## src/rtl/tag_collision_tracker.sv

```systemverilog
// Purpose: per-lane outstanding A-tag table; flags B requests that reuse a held tag.
// Latency: one cycle from the B strobe to valid/coll_any/sticky/count/first-capture.
// Backpressure: none; this is a passive monitor beside the tag paths.
module tag_collision_tracker #(
  parameter int LANES      = 8,
  parameter int TAG_W      = 16,
  parameter int CROSS_LANE = 0,
  parameter int CNT_W      = 8,
  localparam int LW        = (LANES > 1) ? $clog2(LANES) : 1
) (
  input  logic                   clk,
  input  logic                   rst,
  input  logic [LANES-1:0]       vlda,
  input  logic [LANES*TAG_W-1:0] taga,
  input  logic [LANES-1:0]       rel_a,
  input  logic [LANES-1:0]       vldb,
  input  logic [LANES*TAG_W-1:0] tagb,
  input  logic                   clr,
  output logic [LANES-1:0]       valid,
  output logic                   coll_any,
  output logic [LANES-1:0]       coll_sticky,
  output logic [CNT_W-1:0]       coll_cnt,
  output logic                   first_vld,
  output logic [LW-1:0]          first_lane,
  output logic [TAG_W-1:0]       first_tag
);

  localparam int PCW = $clog2(LANES + 1);
  localparam int SW  = ((CNT_W > PCW) ? CNT_W : PCW) + 1;
  localparam logic [CNT_W-1:0] CNT_MAX = '1;

  logic [LANES-1:0] held;
  logic [TAG_W-1:0] held_tag [LANES];

  logic [LANES-1:0] hit;
  logic [PCW-1:0]   hit_cnt;
  logic [CNT_W-1:0] cnt_base;
  logic [SW-1:0]    cnt_sum;
  logic [CNT_W-1:0] cnt_next;
  logic [LW-1:0]    hit_lane;
  logic [TAG_W-1:0] hit_tag;
  logic             first_keep;

  // Entry table: a load always wins over a release on the same lane.
  always_ff @(posedge clk) begin
    if (rst) begin
      held <= '0;
      for (int i = 0; i < LANES; i++) held_tag[i] <= '0;
    end else begin
      for (int i = 0; i < LANES; i++) begin
        if (vlda[i]) begin
          held[i]     <= 1'b1;
          held_tag[i] <= taga[i*TAG_W +: TAG_W];
        end else if (rel_a[i]) begin
          held[i] <= 1'b0;
        end
      end
    end
  end

  // Hit detection from registered table only (no same-cycle load bypass).
  always_comb begin
    hit = '0;
    for (int i = 0; i < LANES; i++) begin
      for (int j = 0; j < LANES; j++) begin
        if (vldb[i] && held[j] && (CROSS_LANE != 0 || i == j) &&
            held_tag[j] == tagb[i*TAG_W +: TAG_W])
          hit[i] = 1'b1;
      end
    end
  end

  // Popcount, saturating count, and lowest-lane hit selection.
  always_comb begin
    hit_cnt  = '0;
    hit_lane = '0;
    hit_tag  = '0;
    for (int i = 0; i < LANES; i++) hit_cnt = hit_cnt + PCW'(hit[i]);
    for (int i = LANES - 1; i >= 0; i--) begin
      if (hit[i]) begin
        hit_lane = LW'(i);
        hit_tag  = tagb[i*TAG_W +: TAG_W];
      end
    end
    cnt_base   = clr ? '0 : coll_cnt;
    cnt_sum    = SW'(cnt_base) + SW'(hit_cnt);
    cnt_next   = (cnt_sum > SW'(CNT_MAX)) ? CNT_MAX : cnt_sum[CNT_W-1:0];
    first_keep = first_vld && !clr;
  end

  // Registered observation outputs; clr clears first, then this cycle's hits accumulate.
  always_ff @(posedge clk) begin
    if (rst) begin
      valid       <= '1;
      coll_any    <= 1'b0;
      coll_sticky <= '0;
      coll_cnt    <= '0;
      first_vld   <= 1'b0;
      first_lane  <= '0;
      first_tag   <= '0;
    end else begin
      valid       <= ~hit;
      coll_any    <= |hit;
      coll_sticky <= (clr ? '0 : coll_sticky) | hit;
      coll_cnt    <= cnt_next;
      if (!first_keep && |hit) begin
        first_vld  <= 1'b1;
        first_lane <= hit_lane;
        first_tag  <= hit_tag;
      end else if (clr) begin
        first_vld <= 1'b0;
      end
    end
  end

endmodule

```

## config.mk

```make
export PLATFORM = sky130hd
export DESIGN_NAME = tag_collision_tracker
export DESIGN_NICKNAME = d
export VERILOG_FILES = /design/src/rtl/tag_collision_tracker.sv
export SDC_FILE = /design/constraint.sdc
export NUM_CORES = 1
export LEC_CHECK = 0
export ABC_CLOCK_PERIOD_IN_PS = 9300
export BUFFER_PORTS_ARGS = -buffer_cell sky130_fd_sc_hd__buf_4
export CORE_MARGIN = 5
export CORE_UTILIZATION = 45
export DETAILED_ROUTE_END_ITERATION = 12
export PLACE_DENSITY = 0.78
export SETUP_SLACK_MARGIN = 0.3
export SLEW_MARGIN = 15
export SYNTH_ARGS = -nofsm -noshare
export SYNTH_HDL_FRONTEND = slang
export SYNTH_SLANG_ARGS = --single-unit
export TNS_END_PERCENT = 50
```

## constraint.sdc

```tcl
create_clock -name clk -period 9.3 [get_ports clk]
set_clock_uncertainty 0.15 [all_clocks]
set_input_delay 2.79 -clock clk [delete_from_list [all_inputs] [get_ports clk]]
set_output_delay 2.79 -clock clk [all_outputs]
set_load 0.05 [all_outputs]
```

# Word level (Yosys, flattened, before mapping)
# Memories as Yosys holds them, arrays and structs flattened.
# Cells that the tools add are included.
totals:
  reg_bits: 53
  mem_bits_rw: 128
  out_inout_bits: 45
  elab_cells: 152
  memories: 1
memory_table:
  columns: ["name", "depth", "width", "read_ports", "rd_ports_with_merged_regs", "wr", "line_no", "rtl"]
  rows:
  - ["held_tag", 8, 16, 8, 0, 8, "33", "logic [TAG_W-1:0] held_tag [LANES];"]
op_classes:
  n_addsub: 8
  order_cmp: 1
  eq_ne: 8
  n_mux: 79
  bitwise: 10
  reduce_logical: 30
ops:
  columns: ["operator", "n"]
  rows:
  - ["$mux W16", 16]
  - ["$eq A16 B16 Y1", 8]
  - ["$mux W1", 52]
  - ["$mux W3", 8]
  - ["$mux W8", 3]
  - ["$logic_and A1 B1 Y1", 18]
  - ["$reduce_bool A2 Y1", 9]
  - ["$add A4 B1 Y4", 4]
  - ["$add A8 B4 Y9", 1]
  - ["$gt A9 B8 Y1 const B", 1]
  - ["$not A8 Y8", 1]
  - ["$or A1 B1 Y1", 8]
  - ["$or A8 B8 Y8", 1]
  - ["$reduce_or A8 Y1", 1]
  - ["$add A3 B1 Y4", 1]
  - ["$add A2 B1 Y3", 1]
  - ["$add A1 B1 Y2", 1]
  - ["$logic_not A1 Y1", 2]

# Longest topological paths before layout
depth:
  word_depth: 13
  mapped_depth: 21

# Worst setup path before layout
# No wires, ideal clock.
synth_timing:
  path_type: "input-to-reg"
  from: "in tagb[62]"
  to: "reg coll_cnt[5]"
  arrival_time_ns: 7.645
  required_time_ns: 9.080
  path_slack_ns: 1.434
  path_stages: 18
  path_cell_list: "xor2_1 > or4_1 > or4b_4 > or3_2 > fa_1 > inv_1 > fa_1 > inv_1 > fa_1 > inv_1 > fa_1 > ha_1 > a21o_1 > a21oi_1 > nor2b_1 > o21a_1 > mux2_2 > a21oi_1"
synth_between:
  elab_chain_len: 11
synth_lines:
  columns: ["item", "line_no", "rtl"]
  rows:
  - ["start: declaration", "17", "input logic [LANES*TAG_W-1:0] tagb,"]
  - ["$eq A16 B16 Y1 *", "67", "held_tag[j] == tagb[i*TAG_W +: TAG_W])"]
  - ["$logic_and A1 B1 Y1 *", "66", "if (vldb[i] && held[j] && (CROSS_LANE != 0 || i == j) &&"]
  - ["$mux W1 *", "66", null]
  - ["$add A3 B1 Y4 *", "78", "for (int i = 0; i < LANES; i++) hit_cnt = hit_cnt + PCW'(hit[i]);"]
  - ["$add A4 B1 Y4 * (4 in a row)", "78", null]
  - ["$add A8 B4 Y9 *", "86", "cnt_sum = SW'(cnt_base) + SW'(hit_cnt);"]
  - ["$gt A9 B8 Y1", "87", "cnt_next = (cnt_sum > SW'(CNT_MAX)) ? CNT_MAX : cnt_sum[CNT_W-1:0];"]
  - ["$mux W8 *", "87", null]
  - ["end signal: assignment", "105", "coll_cnt <= cnt_next;"]
  - ["end: declaration", "22", "output logic [CNT_W-1:0] coll_cnt,"]
# Every way passes the cells marked *; elsewhere a longest branch is shown, timed or not.
# A chain may end at the register's enable or synchronous reset.

# Worst setup path after layout
# Same ends and word-level chain as after synthesis.

==> results.sh <==
export IMPL_status="finished, final reports clean"
export IMPL_nets=1589
export IMPL_clkSlewWorstSetupHoldPaths_ps=70
export IMPL_clk_latency_ps=440
export IMPL_hold_class="register to register"
export IMPL_vias_per_cell=5.57
export IMPL_utilization_pct=60.3
export IMPL_slew_headroom_pct=25.1
export IMPL_place_area_sq_um=13100
export IMPL_cts_tree="yes"
export IMPL_synth_edf_count=128
export IMPL_cpMostUsedCell="fa_1"
export IMPL_crit_chain="buf_4, xor2_1, or4_1, or4b_4, or3_2, fa_1, inv_1, fa_1, inv_1, fa_1, inv_1, fa_1, ha_1, a21o_1, a21oi_1, nor2b_1, o21a_1, mux2_2, a21oi_1"
export IMPL_nFillCells=1928
export IMPL_cp_start_kind="input pin"
export IMPL_ys_dominant_reg_cell="edfxtp_1"
export IMPL_cts_buffer_depth=2
export IMPL_drt_iter0_markers=800
export IMPL_cpPeakStageDelay_ps=550
export IMPL_final_common_cell="buf_4"
export IMPL_async_flop_share_pct=0
export IMPL_io_buffers=327
export IMPL_vias=8859
export IMPL_htree_num_levels=4
export IMPL_io_pins=328
export IMPL_powerDensity_nw_per_um2=142
export IMPL_irDropWorstVdd_mv=0.102
export IMPL_p_leak_nw=5.49
export IMPL_fmax_ghz=0.127
export IMPL_dieArea_sq_um=26300
export IMPL_critPathBufInv=4
export IMPL_wl_per_cell_um=21.8
export IMPL_syn_num_nets=1284
export IMPL_totalWireLength_um=34700
export IMPL_n_antenna_cell=0
export IMPL_arrival_ps=8080
export IMPL_final_max_slew_viol_count=0
export IMPL_rsz0062_at_grt="false"
export IMPL_max_cap_viol_count=0
export IMPL_yosysSeqAreaShare_pct=47.1
export IMPL_fin_crit_ps=7870
export IMPL_first_global_vias=8880
export IMPL_grt_start_max_net_pins=68
export IMPL_required_ps=9510
export IMPL_setup_tns_ps=0
export IMPL_grt_pass1_wl_um=51000
export IMPL_place_gp_congestion=0.931
export IMPL_critical_path_slowest_cell="or4_1"
export IMPL_cts_setup_buffers=0
export IMPL_fp_dieH_um=162
export IMPL_num_rows=55
export IMPL_synth_seq_cells=181
export IMPL_final_antenna_net_count=0
export IMPL_avgSynthCellArea_sq_um=10.6
export IMPL_drive_gt1_share_pct=32.4
export IMPL_core_area_sq_um=22700
export IMPL_final_cell_mix="buf_4 (336), edfxtp_1 (128), and2_1 (98)"
export IMPL_end_kind="register"
export IMPL_dp_hpwl_um=28100
export IMPL_cts_buffers=17
export IMPL_setup_viol=0
export IMPL_cp_top_family="adder cells"
export IMPL_yosysWarnings=0
export IMPL_grt_overflow_total=0
export IMPL_dieWidth_um=162
export IMPL_track_usage_pct=25.5
export IMPL_clkSinkCount=181
export IMPL_path_class="input pin to register"
export IMPL_finalCritPeriodShare_pct=84.6
export IMPL_worst_pin_slew_ps=1110
export IMPL_area_delta_synth_final_pct=31.5
export IMPL_syn_area_sq_um=10400
export IMPL_postCtsHoldBufs=0
export IMPL_drc=0
export IMPL_antenna_found_initial=0
export IMPL_hold_viol=0
export IMPL_root_buffer="clkbuf_16"
export IMPL_ys_types=58
export IMPL_cts_resized_gates=0
export IMPL_totalPowerFinal_mw=1.95
export IMPL_stdcell_area_sq_um=13700
export IMPL_initial_utilization_pct=45.9
export IMPL_drtPass1Iterations=5
export IMPL_netlist_instances=987
export IMPL_path_max_fanout=4
==> worst reg2reg max path, stage by stage, from the launching register on <==
cell and delay (ps):
edfxtp_1 380, xor2_1 180, or4_1 550, or4b_4 550
or3_2 540, fa_1 540, inv_1 50, fa_1 470
inv_1 50, fa_1 370, inv_1 110, fa_1 430
ha_1 290, a21o_1 150, a21oi_1 230, nor2b_1 80
o21a_1 200, mux2_2 270, a21oi_1 130
==> final cells by class <==
cell class                 instances  area (sq um)  share of cell area, %
sequential                       181          4900                   35.8
inverter                          37           139                   1.01
timing repair buffer             336          2520                   18.4
multi-input combinational        719          5190                   37.9
tap                              285           357                   2.60
clock buffer                      17           425                   3.11
clock inverter                    15           161                   1.18
==> metrics by stage <==
| step | std cells | hold slack (ps) | worst slack (ps) |
|---|---|---|---|
| detailed placement | 1558 | 311 | 987 |
| global placement | 1558 | 306 | 1100 |
| global route | 1590 | 351 | 1220 |
| CTS | 1590 | 322 | 1440 |
| finish | 1590 | 321 | 1430 |
| floorplan | 987 | 301 | 1430 |
==> worst paths after layout <==
kind | startpoint | to | slack [ps] | cells after the start
setup / recovery | tagb[62] | coll_cnt[5] | 1430 | 19
hold / removal | coll_sticky[4] | coll_sticky[4] | 320 | 2
setup reg to reg | held_tag[0][62] | coll_cnt[5] | 3490 | 18
hold reg to reg | coll_sticky[4] | coll_sticky[4] | 320 | 2
==> flip-flops by register name, indices dropped and copies added, names as in the netlist <==
register / count
held: 8
held_tag: 128
first_vld: 1
coll_any: 1
first_lane: 3
coll_sticky: 8
coll_cnt: 8
valid: 8
first_tag: 16
==> per-layer routing <==
metal | vias up | GRT usage (%) | share of wire, %
li1 | 4231 | - | -
met1 | 4203 | 32.0 | 41
met2 | 374 | 43.9 | 49
met3 | 51 | 5.71 | 7.5
met4 | 0 | 8.15 | 2.6
met5 | - | 0 | 0
==> where the power goes <==
part	leakage, nW	switching, mW	total (mW)	internal [mW]
combinational	3.41	0.127	0.272	0.146
sequential	1.80	0.0251	0.942	0.917
clock	0.288	0.355	0.738	0.383
total	5.49	0.506	1.95	1.45
==> Yosys cell counts, drive strengths merged (10+ instances only) <==
master	instances	share of area [%]
edfxtp	128	37
and2	99	5.9
xnor2	84	7.1
dfxtp	53	10
nor2b	48	2.9
xor2	48	4.0
nand3	47	2.3
clkbuf	46	1.7
nor2	40	1.4
inv	36	1.3
nor3	35	1.8
o2111ai	33	2.8
a21oi	29	1.4
nand2	27	0.97
nand4	26	1.6
and3	24	1.4
a31oi	20	1.2
a211oi	19	1.8
mux2	17	2.2
a221oi	16	1.9
o311ai	15	1.3
or2	13	0.78
nor4	10	0.60
==> kinds of logic after synthesis <==
kind of cell / Yosys count / share of synthesized area, %
AO/OA/AOI/OAI: 144 / 11.4
XOR/XNOR: 132 / 11.1
adder cells (fa/ha/maj): 14 / 2.04
buffers and inverters: 87 / 3.33
flip-flops: 181 / 47.1
multiplexers: 17 / 2.16
AND/OR/NAND/NOR: 412 / 22.9
(Power assumes the default switching activity.)
